[src/rtl/alu_multicycle_if.sv]
// Request/response bundle for alu_multicycle.
//   master: requester/consumer side (drives in_valid, op, in_a, in_b, out_ready)
//   slave : ALU side (drives in_ready, out_valid, out, fault)
//   in_valid/in_ready   request handshake; op/in_a/in_b sampled on accept
//   out_valid/out_ready result handshake; out/fault qualified by out_valid
interface alu_multicycle_if #(
    parameter int DATA_WIDTH = 32,
    parameter int OP_WIDTH   = 4
) ();
    logic                  in_valid;
    logic                  in_ready;
    logic [OP_WIDTH-1:0]   op;
    logic [DATA_WIDTH-1:0] in_a;
    logic [DATA_WIDTH-1:0] in_b;
    logic                  out_valid;
    logic                  out_ready;
    logic [DATA_WIDTH-1:0] out;
    logic                  fault;

    modport master (
        output in_valid, op, in_a, in_b, out_ready,
        input  in_ready, out_valid, out, fault
    );

    modport slave (
        input  in_valid, op, in_a, in_b, out_ready,
        output in_ready, out_valid, out, fault
    );
endinterface

[src/rtl/alu_multicycle.sv]
// Handshaked RV32I/E integer ALU. ADD/SUB/SLT/SLTU/XOR/OR/AND complete in one
// cycle; SLL/SRL/SRA shift iteratively, at most SHIFT_STEP bits per cycle.
// Ports:
//   clk    rising-edge clock
//   reset  asynchronous, active-high; drops any in-flight request
//   bus    alu_multicycle_if.slave: in_valid/in_ready/op/in_a/in_b request,
//          out_valid/out_ready/out/fault result (out/fault registered)
module alu_multicycle #(
    parameter int DATA_WIDTH  = 32,
    parameter int OP_WIDTH    = 4,
    parameter int SHIFT_STEP  = 1,
    parameter int SHAMT_WIDTH = $clog2(DATA_WIDTH)
) (
    input  logic             clk,
    input  logic             reset,
    alu_multicycle_if.slave  bus
);
    localparam int STEP_W = $clog2(SHIFT_STEP + 1);

    localparam logic [OP_WIDTH-1:0] OP_ADD  = OP_WIDTH'(4'b0000);
    localparam logic [OP_WIDTH-1:0] OP_SLL  = OP_WIDTH'(4'b0001);
    localparam logic [OP_WIDTH-1:0] OP_SLT  = OP_WIDTH'(4'b0010);
    localparam logic [OP_WIDTH-1:0] OP_SLTU = OP_WIDTH'(4'b0011);
    localparam logic [OP_WIDTH-1:0] OP_XOR  = OP_WIDTH'(4'b0100);
    localparam logic [OP_WIDTH-1:0] OP_SRL  = OP_WIDTH'(4'b0101);
    localparam logic [OP_WIDTH-1:0] OP_OR   = OP_WIDTH'(4'b0110);
    localparam logic [OP_WIDTH-1:0] OP_AND  = OP_WIDTH'(4'b0111);
    localparam logic [OP_WIDTH-1:0] OP_SUB  = OP_WIDTH'(4'b1000);
    localparam logic [OP_WIDTH-1:0] OP_SRA  = OP_WIDTH'(4'b1101);

    typedef enum logic [1:0] {IDLE, SHIFT, DONE} state_t;
    typedef enum logic [1:0] {SH_LL, SH_RL, SH_RA} shkind_t;

    state_t                 state_q, state_d;
    shkind_t                kind, kind_q;
    logic                   is_valid, is_shift;
    logic [DATA_WIDTH-1:0]  alu_res;
    logic [SHAMT_WIDTH-1:0] shamt;
    logic [SHAMT_WIDTH-1:0] rem_q, rem_next;
    logic [STEP_W-1:0]      step_amt;
    logic [DATA_WIDTH-1:0]  shreg_q, shifted;
    logic [DATA_WIDTH-1:0]  out_q;
    logic                   fault_q;

    assign shamt     = bus.in_b[SHAMT_WIDTH-1:0];
    assign bus.out   = out_q;
    assign bus.fault = fault_q;

    // Operation decode and single-cycle results.
    always_comb begin
        is_valid = 1'b1;
        is_shift = 1'b0;
        kind     = SH_LL;
        alu_res  = '0;
        case (bus.op)
            OP_ADD:  alu_res = bus.in_a + bus.in_b;
            OP_SUB:  alu_res = bus.in_a - bus.in_b;
            OP_SLT:  alu_res = DATA_WIDTH'($signed(bus.in_a) < $signed(bus.in_b));
            OP_SLTU: alu_res = DATA_WIDTH'(bus.in_a < bus.in_b);
            OP_XOR:  alu_res = bus.in_a ^ bus.in_b;
            OP_OR:   alu_res = bus.in_a | bus.in_b;
            OP_AND:  alu_res = bus.in_a & bus.in_b;
            OP_SLL:  begin is_shift = 1'b1; kind = SH_LL; end
            OP_SRL:  begin is_shift = 1'b1; kind = SH_RL; end
            OP_SRA:  begin is_shift = 1'b1; kind = SH_RA; end
            default: is_valid = 1'b0;
        endcase
    end

    // One shift step of min(rem, SHIFT_STEP) bits. The arithmetic shift keeps
    // the register MSB, which stays equal to the captured in_a sign bit.
    always_comb begin
        if (32'(rem_q) < SHIFT_STEP) step_amt = STEP_W'(rem_q);
        else                         step_amt = STEP_W'(SHIFT_STEP);
        rem_next = rem_q - SHAMT_WIDTH'(step_amt);
        case (kind_q)
            SH_LL:   shifted = shreg_q << step_amt;
            SH_RL:   shifted = shreg_q >> step_amt;
            SH_RA:   shifted = $signed(shreg_q) >>> step_amt;
            default: shifted = shreg_q;
        endcase
    end

    always_ff @(posedge clk or posedge reset) begin
        if (reset) state_q <= IDLE;
        else       state_q <= state_d;
    end

    always_comb begin
        state_d       = state_q;
        bus.in_ready  = 1'b0;
        bus.out_valid = 1'b0;
        case (state_q)
            IDLE: begin
                bus.in_ready = 1'b1;
                if (bus.in_valid)
                    state_d = (is_valid && is_shift && shamt != '0) ? SHIFT : DONE;
            end
            SHIFT: begin
                if (rem_q == '0) state_d = DONE;
            end
            DONE: begin
                bus.out_valid = 1'b1;
                if (bus.out_ready) state_d = IDLE;
            end
            default: state_d = IDLE;
        endcase
    end

    always_ff @(posedge clk or posedge reset) begin
        if (reset) begin
            out_q   <= '0;
            fault_q <= 1'b0;
            shreg_q <= '0;
            rem_q   <= '0;
            kind_q  <= SH_LL;
        end else begin
            case (state_q)
                IDLE: begin
                    if (bus.in_valid) begin
                        if (!is_valid) begin
                            out_q   <= '0;
                            fault_q <= 1'b1;
                        end else if (!is_shift) begin
                            out_q   <= alu_res;
                            fault_q <= 1'b0;
                        end else if (shamt == '0) begin
                            out_q   <= bus.in_a;
                            fault_q <= 1'b0;
                        end else begin
                            shreg_q <= bus.in_a;
                            rem_q   <= shamt;
                            kind_q  <= kind;
                        end
                    end
                end
                SHIFT: begin
                    // Result is published on the cycle after rem hits zero.
                    if (rem_q == '0) begin
                        out_q   <= shreg_q;
                        fault_q <= 1'b0;
                    end else begin
                        shreg_q <= shifted;
                        rem_q   <= rem_next;
                    end
                end
                default: ;
            endcase
        end
    end
endmodule

[src/flat_wrapper.sv]
// flat-port wrapper written by rule: the top's interface ports become plain ports
module alu_multicycle_flat 
#(
    parameter int DATA_WIDTH  = 32,
    parameter int OP_WIDTH    = 4,
    parameter int SHIFT_STEP  = 1,
    parameter int SHAMT_WIDTH = $clog2(DATA_WIDTH)
)
  (clk, reset, bus_in_valid, bus_op, bus_in_a, bus_in_b, bus_out_ready, bus_in_ready, bus_out_valid, bus_out, bus_fault);
  alu_multicycle_if #(.DATA_WIDTH(DATA_WIDTH), .OP_WIDTH(OP_WIDTH)) bus_i ();
  input  logic clk;
  input  logic reset;
  input wire logic [$bits(bus_i.in_valid)-1:0] bus_in_valid;
  input wire logic [$bits(bus_i.op)-1:0] bus_op;
  input wire logic [$bits(bus_i.in_a)-1:0] bus_in_a;
  input wire logic [$bits(bus_i.in_b)-1:0] bus_in_b;
  input wire logic [$bits(bus_i.out_ready)-1:0] bus_out_ready;
  output wire logic [$bits(bus_i.in_ready)-1:0] bus_in_ready;
  output wire logic [$bits(bus_i.out_valid)-1:0] bus_out_valid;
  output wire logic [$bits(bus_i.out)-1:0] bus_out;
  output wire logic [$bits(bus_i.fault)-1:0] bus_fault;
  assign bus_i.in_valid = bus_in_valid;
  assign bus_i.op = bus_op;
  assign bus_i.in_a = bus_in_a;
  assign bus_i.in_b = bus_in_b;
  assign bus_i.out_ready = bus_out_ready;
  assign bus_in_ready = bus_i.in_ready;
  assign bus_out_valid = bus_i.out_valid;
  assign bus_out = bus_i.out;
  assign bus_fault = bus_i.fault;
  alu_multicycle #(.DATA_WIDTH(DATA_WIDTH), .OP_WIDTH(OP_WIDTH), .SHIFT_STEP(SHIFT_STEP), .SHAMT_WIDTH(SHAMT_WIDTH)) u_core (.clk(clk), .reset(reset), .bus(bus_i));
endmodule
[config.mk]
export PLATFORM = sky130hd
export DESIGN_NAME = alu_multicycle_flat
export DESIGN_NICKNAME = d
export VERILOG_FILES = /design/src/rtl/alu_multicycle_if.sv /design/src/rtl/alu_multicycle.sv /design/src/flat_wrapper.sv
export SDC_FILE = /design/constraint.sdc
export NUM_CORES = 1
export LEC_CHECK = 0
export ABC_AREA = 0
export CORE_UTILIZATION = 35
export DETAILED_ROUTE_END_ITERATION = 8
export DONT_BUFFER_PORTS = 1
export PLACE_DENSITY = 0.59
export SETUP_SLACK_MARGIN = 0.3
export SLEW_MARGIN = 20
export SYNTH_ARGS = -nofsm -noshare
export SYNTH_HDL_FRONTEND = slang
export SYNTH_SLANG_ARGS = --single-unit
[constraint.sdc]
create_clock -name clk -period 5 [get_ports clk]
set_clock_uncertainty 0.1 [all_clocks]
set_input_delay 1 -clock clk [delete_from_list [all_inputs] [get_ports clk]]
set_output_delay 1 -clock clk [all_outputs]
set_load 0.01 [all_outputs]
=== Word level (Yosys, flattened, before mapping) ===
Cells that the tools add are included.
W data, S select, Z words.

* Add/sub/neg operators: 3
* Bitwise gates (word level): 4
* Shift operators: 3
* $lt $le $gt $ge: 3
* Equal/unequal tests: 22
* Reduce and logical (&&, ||, !) cells: 16
* Multiplexer cells: 37

{| class="wikitable"
|+ Operators by type and width
! kind !! count
|-
| $mux W32 || 10
|-
| $pmux W32 S7 || 1
|-
| $pmux W32 S2 || 2
|-
| $pmux W32 S3 || 1
|-
| $lt A32 B32 Y1 || 2
|-
| $add A32 B32 Y32 || 1
|-
| $and A32 B32 Y32 || 1
|-
| $or A32 B32 Y32 || 1
|-
| $shl A32 B1 Y32 || 1
|-
| $shr A32 B1 Y32 || 1
|-
| $sshr A32 B1 Y32 || 1
|-
| $sub A32 B32 Y32 || 1
|-
| $xor A32 B32 Y32 || 1
|-
| $mux W5 || 5
|-
| $eq A4 B3 Y1 const B || 4
|-
| $logic_not A5 Y1 || 2
|-
| $mux W1 || 10
|-
| $pmux W5 S2 || 1
|-
| $reduce_or A10 Y1 || 1
|-
| $eq A4 B2 Y1 const B || 2
|-
| $eq A4 B4 Y1 const B || 2
|-
| $mux W2 || 4
|-
| $ne A2 B2 Y1 const B || 4
|-
| $ne A4 B4 Y1 const B || 2
|-
| 21 further kinds || 27
|}

* Register bits: 74
* Input port bits: 72
* Output and inout port bits: 35
* Word-level logic and storage cells: 94

=== Logic depth before layout (Yosys ltp) ===
* Depth in word-level cells: 8
* Gate-level depth with buffers: 13
* Gate-level depth less buffers: 13

=== Worst setup path before layout ===
No wires, ideal clock.

* Path type: in2reg
* Start: in bus_in_b[0]
* End: reg u_core.out_q[18], in the netlist u_core.bus.out[18]
* Setup time: 0.136 ns
* Slack: 1.221 ns
* Cell stages on the path: 11
* Buffers on the path: 0
* Arrival: 3.543 ns
* Data required time: 4.764 ns
* Cell sequence: ha_1 -> fa_1 -> a21o_1 -> a221o_1 -> a32oi_2 -> nand2_2 -> a221oi_4 -> o21ai_1 -> mux2_1 -> a221oi_1 -> o31ai_1

* Cells in the longest elaborated chain, start to end: 6
* Elaborated cells on any way between the ends: 10
* Classes of those cells: 2 x add/sub; 1 x eq/ne; 5 x mux; 2 x reduce/logical

{| class="wikitable"
|+ RTL lines
! item !! RTL line !! text
|-
| start: declaration || flat_wrapper.sv:16 || <nowiki>input wire logic [$bits(bus_i.in_b)-1:0] bus_in_b;</nowiki>
|-
| $sub A32 B32 Y32 or $add A32 B32 Y32 (tied branches) || alu_multicycle.sv:57, alu_multicycle.sv:56 ||
|-
| $pmux W32 S7 || alu_multicycle.sv:55 || <nowiki>case (bus.op)</nowiki>
|-
| $mux W32 || alu_multicycle.sv:124 || <nowiki>end else if (!is_shift) begin</nowiki>
|-
| $mux W32 || alu_multicycle.sv:121 || <nowiki>if (!is_valid) begin</nowiki>
|-
| $mux W32 || alu_multicycle.sv:120 || <nowiki>if (bus.in_valid) begin</nowiki>
|-
| $pmux W32 S2 || alu_multicycle.sv:118 || <nowiki>case (state_q)</nowiki>
|-
| end signal: assignment || alu_multicycle.sv:125 || <nowiki>out_q <= alu_res;</nowiki>
|-
| end signal: assignment || alu_multicycle.sv:128 || <nowiki>out_q <= bus.in_a;</nowiki>
|-
| end signal: assignment || alu_multicycle.sv:140 || <nowiki>out_q <= shreg_q;</nowiki>
|-
| end: declaration || alu_multicycle.sv:42 || <nowiki>logic [DATA_WIDTH-1:0] out_q;</nowiki>
|}

Parallel ways exist; a longest one is shown, timed or not. The select of a mux whose other input is x is not followed.
A chain may end at the register's enable or synchronous reset.

=== Worst setup path after layout ===
Ends and elaborated chain as after synthesis.

==> out/metrics.cfg <==
[power]
pwr-share-comb_pct = 42.4
vdd_drop_max_uv = 184
p_leak_nw = 4.28
power.net_switching_mw = 1.68
p_seq_share_pct = 35.1
power_density_nw_per_um2 = 365
swShare_pct = 46.5
p_int_mw = 1.93
clock_power_share_pct = 22.5

[place]
hpwl_mm = 27.0
placedCellCount = 1510
port_buffers = 0
place_congestion = 1.01

[detailed_routing]
ant_nets = 0
first_pass_iters = 7
wl_per_cell_um = 23.9
viasPerCell = 6.35
routed_wl_mm = 36.4
vias = 9695
drc = 0
detail_route.iter0.violations = 1106

[cts]
cts_buffers = 9
ctsHoldBuffers = 0
cts_resized = 0
clock_sinks = 74
clock_latency_ps = 360
cts_tree = yes
path_clk_slew_ps = 70
h-tree-depth = 3
clk_path_buf_depth = 2
post_cts_buffers = 0
cts_root_buf = clkbuf_16

[sta]
hold_violations = 0
final_max_slew_viol_count = 0
slew_headroom_pct = 33.2
rsz0062_at_grt = no
fin_setup_tns_ps = 0
fin_crit_sh_pct = 78.0
setup_viol = 0
fmax_mhz = 256
max_slew.worst_pin.slew_ps = 1000
fin_crit_ps = 3900

[worst_setup_path]
crit_arrival_ps = 4010
cp_data_required_time_ps = 5110
worstSetupStartpointType = primary input
crit_type = primary input to flop
regToRegStartpoint = u_core.rem_q[2]
startpoint = bus_in_b[0]
ff2ff_setup_slack_ps = 1860
crit_path_end = u_core.bus.out[18]
reg2reg_to = u_core.bus.out[21]
end_kind = flop
rr_worst_depth = 10
cp_max_fo = 5

[logic_synthesis]
synth_ff_type = dfrtp_1
syn_avg_cell_area_sq_um = 7.45
synth_cell_types = 81
syn_inst = 1241
synth_edf_count = 0
synth_nets = 1422
ys_seq_area_share_pct = 20.0
yosysWarningCount = 0
ys_seq_elements = 74
async_reset_ff_share_pct = 100
syn_area_sq_um = 9250

[layout]
antennaDiodeCount = 0
area_growth_pct = 6.91
fillerInstances = 2760
fin_cells = 1526
finalNetCount = 1367
drive_above_1_share_pct = 6.13

[die]
rows = 59
coreArea_sq_um = 26000
die_x_um = 165
start_util_pct = 35.6
io_pins = 107
dieHeight_um = 165
die_area_sq_um = 27100

[grt]
grt_pass1_vias = 9393
antenna_found_initial = 1
grt_pass1_wl_mm = 55.8
grt-ovfl-total = 0
grt_start_max_net_pins = 75
track_usage_pct = 27.1

[hold_path]
hp-class = flop to flop
min_path_cells = 1

[status]
status = finished clean

[flow_run]
cap_violations = 0

[placed cells by master (no fill, tap or decap), drive strengths merged, types with 6 or more instances in the layout]
| master | count |
|---|---|
| o22ai | 6 |
| a21oi | 102 |
| nor4 | 7 |
| buf | 19 |
| nor2b | 17 |
| o221ai | 11 |
| a21o | 15 |
| a221oi | 32 |
| nor2 | 117 |
| a211oi | 13 |
| o31ai | 14 |
| xnor2 | 13 |
| nand2 | 122 |
| nor3 | 35 |
| nand4 | 7 |
| ha | 107 |
| o21bai | 15 |
| and3 | 9 |
| nand2b | 11 |
| o21a | 9 |
| mux2 | 6 |
| o211ai | 19 |
| nand3 | 27 |
| o21ai | 96 |
| a31oi | 22 |
| o2111ai | 10 |
| dfrtp | 74 |
| a222oi | 31 |
| a22oi | 8 |
| inv | 102 |
| clkbuf | 9 |
| xor2 | 10 |
| mux2i | 12 |
[Yosys cell counts (17+ instances only)]
library cell | number | area (sq um)
o21ai_0 | 81 | 405
a31oi_1 | 22 | 138
nor2_1 | 117 | 439
a221oi_1 | 30 | 263
a21oi_1 | 102 | 510
a222oi_1 | 31 | 310
inv_1 | 100 | 375
nand3_1 | 27 | 135
nor2b_1 | 17 | 106
ha_1 | 107 | 1340
o211ai_1 | 19 | 143
clkbuf_1 | 67 | 251
nand2_1 | 121 | 454
nor3_1 | 33 | 165
dfrtp_1 | 74 | 1850
[sequential cells by signal, indices dropped and copies added, names as in the netlist]
register / count
u_core.bus.out: 32
u_core.shreg_q: 32
u_core.rem_q: 5
u_core.kind_q: 2
u_core.state_q: 2
u_core.bus.fault: 1
[how the worst min path moves through the flow]
stage,to,startpoint,slack (ps)
floorplan,u_core.shreg_q[0],u_core.shreg_q[0],360
global placement,u_core.rem_q[3],u_core.rem_q[3],380
detailed placement,u_core.rem_q[3],u_core.rem_q[3],390
CTS,u_core.rem_q[3],u_core.rem_q[3],410
global route,u_core.rem_q[3],u_core.rem_q[3],440
finish,u_core.rem_q[3],u_core.rem_q[3],410
[critical path, cell delays in order]
cell	delay, ps
ha_1	260
fa_1	440
a21o_1	190
a221o_1	360
a32oi_2	360
nand2_2	140
a221oi_4	440
o21ai_1	150
mux2_1	330
a221oi_1	250
o31ai_1	90
[logic make-up (layout without fill, tap and decap cells)]
group | count (synthesis) | in the layout | share of synthesized area, %
AND/OR/NAND/NOR | 377 | 377 | 18.7
adder cells (fa/ha/maj) | 109 | 109 | 14.9
flip-flops | 74 | 74 | 20.0
XOR/XNOR | 23 | 23 | 2.18
multiplexers | 18 | 18 | 2.03
buffers and inverters | 187 | 137 | 7.70
AO/OA/AOI/OAI | 453 | 453 | 34.4
[layout make-up]
cell class | count | area, sq um | share of cell area, %
timing repair buffer | 19 | 146 | 1.48
tap | 335 | 419 | 4.24
multi-input combinational | 980 | 6740 | 68.1
clock inverter | 7 | 125 | 1.27
sequential | 74 | 1850 | 18.7
inverter | 102 | 384 | 3.88
clock buffer | 9 | 225 | 2.28
[power groups by stage]
| stage | combinational (mW) | clock [mW] | sequential, mW |
|---|---|---|---|
| floorplan | 1.14 | 0 | 1.11 |
| global placement | 1.48 | 0 | 1.28 |
| detailed placement | 1.50 | 0 | 1.28 |
| CTS | 1.51 | 0.817 | 1.27 |
| global route | 1.70 | 0.837 | 1.30 |
| finish | 1.53 | 0.813 | 1.27 |
[per-stage QoR]
step           hold slack (ps)  worst slack (ps)  area (sq um)  total power, mW  utilization (%)
5_1_grt                    436               950          9890             3.84             38.1
3_3_place_gp               384               857          9530             2.76             36.7
4_1_cts                    411              1160          9890             3.60             38.1
2_1_floorplan              364              1220          9250             2.25                -
3_5_place_dp               388               809          9540             2.78             36.7
6_report                   411              1100          9890             3.61             38.1
[per-layer routing]
layer,share of wire (%),track usage (%),vias up
li1,-,-,4478
met5,0.036,0,-
met1,42,35.6,4700
met4,3.2,10.1,2
met2,45,43.3,450
met3,9.4,5.93,65
Power figures use the tool's default switching activity.
